## src/rtl/p10_pkg_common.sv

```systemverilog
// Shared types and the parameter ROM table for the p10 parameter controller.
package p10_pkg_common;

    localparam int unsigned PRM_VAL_W = 32;

    // Parameter addresses
    localparam int unsigned ADDR_FREQ_HZ      = 0;
    localparam int unsigned ADDR_DUTY_PERCENT = 1;
    localparam int unsigned ADDR_PHASE_DEG    = 2;
    localparam int unsigned ADDR_AMPL_MV      = 3;
    localparam int unsigned ADDR_DEADTIME_NS  = 4;
    localparam int unsigned ADDR_HW_REV       = 5;
    localparam int unsigned ADDR_CMD_START    = 6;
    localparam int unsigned ADDR_CMD_MODE     = 7;

    typedef enum logic [1:0] {
        PRM_RO = 2'd0,
        PRM_WO = 2'd1,
        PRM_RW = 2'd2
    } prm_rights_t;

    typedef enum logic [1:0] {
        RSP_OK        = 2'd0,
        RSP_BAD_ADDR  = 2'd1,
        RSP_NO_RIGHTS = 2'd2,
        RSP_RANGE     = 2'd3
    } rsp_status_t;

    typedef struct packed {
        prm_rights_t          rights;
        logic                 is_exec;
        logic [PRM_VAL_W-1:0] min;
        logic [PRM_VAL_W-1:0] max;
    } prm_entry_t;

    // Descriptor table; unknown addresses return an all-zero read-only entry.
    function automatic prm_entry_t prm_rom_lookup(input logic [31:0] idx);
        prm_entry_t e;
        e = '{rights: PRM_RO, is_exec: 1'b0, min: '0, max: '0};
        case (idx)
            ADDR_FREQ_HZ:      e = '{rights: PRM_RW, is_exec: 1'b0, min: 32'd0,   max: 32'd1_000_000};
            ADDR_DUTY_PERCENT: e = '{rights: PRM_RW, is_exec: 1'b0, min: 32'd0,   max: 32'd50};
            ADDR_PHASE_DEG:    e = '{rights: PRM_RW, is_exec: 1'b0, min: 32'd0,   max: 32'd359};
            ADDR_AMPL_MV:      e = '{rights: PRM_RW, is_exec: 1'b0, min: 32'd100, max: 32'd5000};
            ADDR_DEADTIME_NS:  e = '{rights: PRM_RW, is_exec: 1'b0, min: 32'd10,  max: 32'd1000};
            ADDR_HW_REV:       e = '{rights: PRM_RO, is_exec: 1'b0, min: 32'd3,   max: 32'd3};
            ADDR_CMD_START:    e = '{rights: PRM_WO, is_exec: 1'b1, min: 32'd0,   max: 32'd1};
            ADDR_CMD_MODE:     e = '{rights: PRM_RW, is_exec: 1'b1, min: 32'd0,   max: 32'd3};
            default:           e = '{rights: PRM_RO, is_exec: 1'b0, min: '0,      max: '0};
        endcase
        return e;
    endfunction

endpackage

```

## src/rtl/p10_rom.sv

```systemverilog
// Synchronous parameter descriptor ROM: entry is valid one cycle after i_addr.
module p10_rom
    import p10_pkg_common::*;
#(
    parameter int unsigned AW = 4
) (
    input  logic          i_clk,
    input  logic [AW-1:0] i_addr,
    output prm_entry_t    o_entry
);

    prm_entry_t r_entry;

    // Registered table lookup
    always_ff @(posedge i_clk) begin
        r_entry <= prm_rom_lookup(32'(i_addr));
    end

    assign o_entry = r_entry;

endmodule

```

## src/rtl/p10_prm_ctrl.sv

```systemverilog
// Parameter controller: init sweep, two-requester round-robin arbiter,
// descriptor-checked read/write of the live parameter registers.
module p10_prm_ctrl
    import p10_pkg_common::*;
#(
    parameter int unsigned PRM_COUNT = 8,
    parameter int unsigned VAL_W     = 32,
    parameter int unsigned AW        = $clog2(PRM_COUNT + 1)
) (
    input  logic                            clk,
    input  logic                            rst,
    input  logic [1:0]                      req_v,
    input  logic [1:0]                      req_wr,
    input  logic [1:0][AW-1:0]              req_addr,
    input  logic [1:0][VAL_W-1:0]           req_wdata,
    output logic [1:0]                      req_ready,
    output logic                            rsp_v,
    output logic                            rsp_id,
    output logic [1:0]                      rsp_status,
    output logic [VAL_W-1:0]                rsp_rdata,
    output logic [PRM_COUNT-1:0][VAL_W-1:0] prm_val,
    output logic                            exec_v,
    output logic [AW-1:0]                   exec_addr,
    output logic                            init_done
);

    localparam int unsigned IDX_W = (PRM_COUNT > 1) ? $clog2(PRM_COUNT) : 1;

    localparam logic [1:0] S_INIT  = 2'd0;
    localparam logic [1:0] S_IDLE  = 2'd1;
    localparam logic [1:0] S_FETCH = 2'd2;
    localparam logic [1:0] S_CHECK = 2'd3;

    logic [1:0]                      r_state;
    logic [1:0]                      w_state_nxt;
    logic [AW-1:0]                   r_sweep_addr;
    logic                            r_last;
    logic                            r_id;
    logic                            r_wr;
    logic [AW-1:0]                   r_addr;
    logic [VAL_W-1:0]                r_wdata;
    logic [PRM_COUNT-1:0][VAL_W-1:0] r_prm_val;

    logic [1:0]       w_grant;
    logic             w_hs;
    logic             w_gnt_id;
    logic [AW-1:0]    w_rom_addr;
    prm_entry_t       w_entry;
    rsp_status_t      w_status;
    logic [IDX_W-1:0] w_idx;
    logic [IDX_W-1:0] w_sweep_idx;
    logic             w_sweep_last;

    assign w_idx        = IDX_W'(r_addr);
    assign w_sweep_idx  = IDX_W'(r_sweep_addr - AW'(1));
    assign w_sweep_last = (r_sweep_addr == AW'(PRM_COUNT));
    assign w_rom_addr   = (r_state == S_INIT) ? r_sweep_addr : r_addr;

    p10_rom #(
        .AW (AW)
    ) u_rom (
        .i_clk   (clk),
        .i_addr  (w_rom_addr),
        .o_entry (w_entry)
    );

    // Round-robin arbiter: on contention the requester not granted last wins
    always_comb begin
        w_grant = 2'b00;
        if (r_state == S_IDLE) begin
            if (req_v == 2'b11) begin
                w_grant = r_last ? 2'b01 : 2'b10;
            end else begin
                w_grant = req_v;
            end
        end
    end

    assign req_ready = w_grant;
    assign w_hs      = |w_grant;
    assign w_gnt_id  = w_grant[1];

    // Descriptor check of the latched request, in priority order
    always_comb begin
        w_status = RSP_OK;
        if (r_addr >= AW'(PRM_COUNT)) begin
            w_status = RSP_BAD_ADDR;
        end else if ((!r_wr && w_entry.rights == PRM_WO) ||
                     ( r_wr && w_entry.rights == PRM_RO)) begin
            w_status = RSP_NO_RIGHTS;
        end else if (r_wr && ((r_wdata < VAL_W'(w_entry.min)) ||
                              (r_wdata > VAL_W'(w_entry.max)))) begin
            w_status = RSP_RANGE;
        end
    end

    // Next-state logic
    always_comb begin
        w_state_nxt = r_state;
        case (r_state)
            S_INIT:  if (w_sweep_last) w_state_nxt = S_IDLE;
            S_IDLE:  if (w_hs) w_state_nxt = S_FETCH;
            S_FETCH: w_state_nxt = S_CHECK;
            S_CHECK: w_state_nxt = S_IDLE;
            default: w_state_nxt = S_INIT;
        endcase
    end

    // State register
    always_ff @(posedge clk) begin
        if (rst) begin
            r_state <= S_INIT;
        end else begin
            r_state <= w_state_nxt;
        end
    end

    // Sweep, request latch, commit and response registers
    always_ff @(posedge clk) begin
        if (rst) begin
            r_sweep_addr <= '0;
            init_done    <= 1'b0;
            r_last       <= 1'b1;
            r_id         <= 1'b0;
            r_wr         <= 1'b0;
            r_addr       <= '0;
            r_wdata      <= '0;
            r_prm_val    <= '0;
            rsp_v        <= 1'b0;
            rsp_id       <= 1'b0;
            rsp_status   <= 2'd0;
            rsp_rdata    <= '0;
            exec_v       <= 1'b0;
            exec_addr    <= '0;
        end else begin
            rsp_v  <= 1'b0;
            exec_v <= 1'b0;
            case (r_state)
                S_INIT: begin
                    if (r_sweep_addr != '0) begin
                        r_prm_val[w_sweep_idx] <= VAL_W'(w_entry.min);
                    end
                    if (w_sweep_last) begin
                        init_done <= 1'b1;
                    end else begin
                        r_sweep_addr <= r_sweep_addr + AW'(1);
                    end
                end
                S_IDLE: begin
                    if (w_hs) begin
                        r_id    <= w_gnt_id;
                        r_wr    <= req_wr[w_gnt_id];
                        r_addr  <= req_addr[w_gnt_id];
                        r_wdata <= req_wdata[w_gnt_id];
                        r_last  <= w_gnt_id;
                    end
                end
                S_CHECK: begin
                    rsp_v      <= 1'b1;
                    rsp_id     <= r_id;
                    rsp_status <= w_status;
                    rsp_rdata  <= '0;
                    if (w_status == RSP_OK) begin
                        if (r_wr) begin
                            r_prm_val[w_idx] <= r_wdata;
                            if (w_entry.is_exec) begin
                                exec_v    <= 1'b1;
                                exec_addr <= r_addr;
                            end
                        end else begin
                            rsp_rdata <= r_prm_val[w_idx];
                        end
                    end
                end
                default: ;
            endcase
        end
    end

    assign prm_val = r_prm_val;

endmodule

```

## config.mk

```make
export PLATFORM = sky130hd
export DESIGN_NAME = p10_prm_ctrl
export DESIGN_NICKNAME = d
export VERILOG_FILES = /design/src/rtl/p10_pkg_common.sv /design/src/rtl/p10_rom.sv /design/src/rtl/p10_prm_ctrl.sv
export SDC_FILE = /design/constraint.sdc
export NUM_CORES = 1
export LEC_CHECK = 0
export CAP_MARGIN = 20
export CORE_MARGIN = 10
export CORE_UTILIZATION = 54
export DETAILED_ROUTE_END_ITERATION = 8
export HOLD_SLACK_MARGIN = 0.03
export PLACE_DENSITY = 0.85
export SLEW_MARGIN = 20
export SYNTH_ARGS = -nofsm -noshare
export SYNTH_HDL_FRONTEND = slang
export SYNTH_SLANG_ARGS = --single-unit
```

## constraint.sdc

```tcl
create_clock -name clk -period 5.75 [get_ports clk]
set_input_delay 1.15 -clock clk [delete_from_list [all_inputs] [get_ports clk]]
set_output_delay 1.15 -clock clk [all_outputs]
set_load 0.02 [all_outputs]
```

==> summary.txt <==
============================================================================================
Post-Syn Area                                                                    16100 sq um
Outcome                                                                         finished clean
Height of the chip                                                                    193 um
TNS Setup                                                                               0 ns
Wire length of the first global-routing pass                                         96.7 mm
Capturing element type of the critical path                                         register
Diode count                                                                                0
Slew of the pin with the lowest slew margin                                          1.21 ns
Max rail drop VDD                                                                   0.347 mV
EDFF count, synth                                                                          0
Setup slack on the worst flop-to-flop path                                           1.19 ns
Largest family of logic cells by synthesized area                               compound AO/OA/AOI/OAI gates
Maximum number of pins on one net before global-route repair                              69
Placed wire-length estimate after detailed placement                                 46.6 mm
I/O pin total                                                                            378
Complex-gate fraction of the synthesized area                                          22.1%
Root buf cell                                                                   sky130_fd_sc_hd__clkbuf_16
Path depth of the worst reg2reg path                                                       9
Arrival time at the worst endpoint                                                   4.98 ns
Routed vias                                                                            16207
Syn_area_per_cell                                                                 9.06 sq um
Post-synthesis to final-layout area growth                                             31.6%
Basic-gate share of the synthesized area counting and, or, nand and nor cells          18.4%
Routability Congestion                                                                 0.961
Switching power of the nets                                                          3.69 mW
Internal portion of total power                                                      5.25 mW
Post-route clock skew                                                              0.0176 ns
Kind of start point of the critical path                                            register
Routed vias/inst                                                                        6.53
Total Wirelength                                                                     66.4 mm
Setup repair after global routing missed its margin                                       no
Number of global-route vias before repair                                              15877
Ratio of cells with drive above 1 in the final layout                                  7.36%
Crit path required time                                                              6.17 ns
Area share of the largest cell type after synthesis                                    44.8%
Max Transition Viols Final                                                                 0
Remaining DRCs                                                                             0
Top-count cell post-synth                                                       sky130_fd_sc_hd__dfxtp_1
Post-Synthesis Net Count                                                                1887
Critical hold path startpoint                                                           r_id
Number of DRC violations after detailed-routing iteration 0                             2007
Number of buffers inserted for hold repair after clock tree synthesis                      0
Effective utilization at floorplan                                                     54.5%
Skew-Pair Late Insertion Delay                                                       0.54 ns
Count of maximum capacitance violations                                                    0
Category of the critical setup timing path                                      register to register
Synth Register Bits                                                                      360
Sw Share                                                                               41.3%
Synth Warn #                                                                               0
P per Cell Area                                                                  422 nW/um^2
Final instance count without filler cells                                               2482
CTS Buffer Depth                                                                           3
Async SR Flop Fraction                                                                    0%
Total setup buffers inserted after CTS                                                     0
DR pass1 iterations                                                                        6
Final hold violation count                                                                 0
Power share of the combinational group                                                 37.6%
Multiplexer fraction of the synthesized cell area                                      6.15%
Share of synthesized cell area in full adder, half adder and majority cells            2.41%
Total core area                                                                  29600 sq um
Period utilisation layout                                                              79.3%
Rel. slew slack                                                                        19.2%
Total overflow reported by the global router                                               0
Width of the die                                                                      193 um
Largest area contributor in the netlist                                         sky130_fd_sc_hd__dfxtp_1
Number of levels the H-tree was split into                                                 2
Maximum fanout encountered on the critical timing path                                    29
Rows                                                                                      63
Clock network power share                                                              28.6%
Class of the most critical hold timing path                                     register to register
Number of distinct standard cells referenced by the synthesized netlist                   60
Mean routed wirelength per cell                                                      26.8 um
Sequential area share after synthesis                                                  44.8%
Die area                                                                         37100 sq um
R2R Path End                                                                    prm_val[185]
Clock transition at the registers of the reported paths                              0.06 ns
Number of clock buffers inserted by TritonCTS                                             39
Relative contribution of sequential cells to total power                               33.7%
TritonCTS clock tree                                                                    done
TritonCTS Sinks                                                                          360
Launching element of the worst setup path                                          r_addr[0]
Initial antenna violation count                                                            1
Min Clock Period, post-route                                                         4.56 ns
Xor/xnor cell area share of the yosys netlist                                         0.272%
Leading register cell type out of synthesis                                     sky130_fd_sc_hd__dfxtp_1
Count of nets after finishing                                                           2174
Global routing usage summed across all routing layers                                  33.7%
Cells after Synth                                                                       1778
Dominant cells by area after synthesis                                          sky130_fd_sc_hd__dfxtp_1, sky130_fd_sc_hd__nand2_1, sky130_fd_sc_hd__and2_1
Maximum clock frequency                                                              219 MHz
Worst R2R Start                                                                    r_addr[0]
Hold Path Cell Cnt                                                                         2
Count of buffers from port buffering                                                     377
Cell total after placement                                                              2413
Commonest cells in the netlist                                                  sky130_fd_sc_hd__dfxtp_1, sky130_fd_sc_hd__nand2_1, sky130_fd_sc_hd__nor2_1
Post_cts resized                                                                           0
Worst hold endpoint                                                                     r_id
Post-route ant nets                                                                        0
Static leakage power                                                                 7.57 nW
Setup-violating endpoint count in the final report                                         0
Filler cell count in the final layout                                                   2159
============================================================================================
==> cells in the final DEF (no fill, tap or decap), types with 19 or more instances in the layout <==
cell type,n
sky130_fd_sc_hd__a21oi_1,90
sky130_fd_sc_hd__a221oi_1,42
sky130_fd_sc_hd__a311oi_1,38
sky130_fd_sc_hd__a32o_1,57
sky130_fd_sc_hd__a32oi_1,24
sky130_fd_sc_hd__and2_1,98
sky130_fd_sc_hd__buf_4,25
sky130_fd_sc_hd__clkbuf_16,40
sky130_fd_sc_hd__clkdlybuf4s50_1,376
sky130_fd_sc_hd__dfxtp_1,357
sky130_fd_sc_hd__ha_1,30
sky130_fd_sc_hd__inv_1,47
sky130_fd_sc_hd__mux2_2,22
sky130_fd_sc_hd__mux2i_1,36
sky130_fd_sc_hd__nand2_1,231
sky130_fd_sc_hd__nand2b_1,19
sky130_fd_sc_hd__nor2_1,149
sky130_fd_sc_hd__nor2b_1,46
sky130_fd_sc_hd__o21ai_0,69
sky130_fd_sc_hd__o22ai_1,24
sky130_fd_sc_hd__o2bb2ai_1,42
==> worst max-delay path by stage <==
stage / end / slack, ns
after floorplan: prm_val[103] / 2.72
after global placement: prm_val[174] / 1.42
after detailed placement: prm_val[185] / 1.42
after CTS: prm_val[185] / 1.37
after global routing: prm_val[187] / 1.13
final: prm_val[185] / 1.19
==> registers in the layout, summed over array words and instances, names as in the netlist, 2 cells and up <==
signal and cells:
rsp_status 2, rsp_rdata 32, r_wdata 32, exec_addr 4
r_sweep_addr 4, prm_val 256, r_state 2, u_rom.o_entry 17
r_addr 4
==> cell type report <==
type | instances | area [sq um] | area share (%)
clock buffers | 55 | 1110 | 5.23
clock inverters | 13 | 190 | 0.897
inverters | 49 | 184 | 0.868
multi-input cells | 1209 | 7990 | 37.7
flip-flops and latches | 360 | 7220 | 34.1
well taps | 390 | 488 | 2.30
repair buffers | 406 | 4020 | 19.0
==> metrics by stage <==
step                hold WS (ns)  util (%)  setup slack [ns]  power (mW)  area (sq um)
floorplan                  0.450         -              2.72        5.22         16100
global placement           0.457      67.1              1.42        6.16         19800
detailed placement         0.460      67.3              1.42        6.27         19900
CTS                        0.470      71.6              1.37        8.79         21200
global route               0.492      71.7              1.13        9.20         21200
finish                     0.475      71.7              1.19        8.94         21200
==> per-layer routing <==
layer | global-route usage [%] | part of all wire, % | up-vias
met5 | 0 | 0 | -
met4 | 18.9 | 6.1 | 0
met3 | 9.97 | 14 | 298
met2 | 54.0 | 45 | 1317
met1 | 39.6 | 35 | 7595
li1 | - | - | 6997
==> power groups by stage <==
stage	Sequential (mW)	Combinational [mW]	Clock, mW
after global routing	3.03	3.51	2.66
after global placement	3.04	3.12	0
final	3.01	3.36	2.56
after CTS	3.00	3.24	2.55
after detailed placement	3.05	3.22	0
after floorplan	3.02	2.19	0
==> cell families (layout without fill, tap and decap cells) <==
logic type	after synthesis	count (layout)
buffers and inverters	209	523
XOR/XNOR	5	5
AO/OA/AOI/OAI	471	471
adder cells (fa/ha/maj)	31	31
AND/OR/NAND/NOR	627	627
flip-flops	360	360
multiplexers	75	75
==> critical path, cell delays in order, from the launching register on <==
cell and delay, ns:
sky130_fd_sc_hd__dfxtp_2 0.97, sky130_fd_sc_hd__inv_2 0.57, sky130_fd_sc_hd__nor2_1 0.69, sky130_fd_sc_hd__and3_1 0.77, sky130_fd_sc_hd__nor2_1 0.19, sky130_fd_sc_hd__nor4_1 0.49, sky130_fd_sc_hd__a211oi_4 0.20, sky130_fd_sc_hd__buf_6 0.21
sky130_fd_sc_hd__buf_6 0.16, sky130_fd_sc_hd__and2_1 0.17
Power figures use the tool's default switching activity.
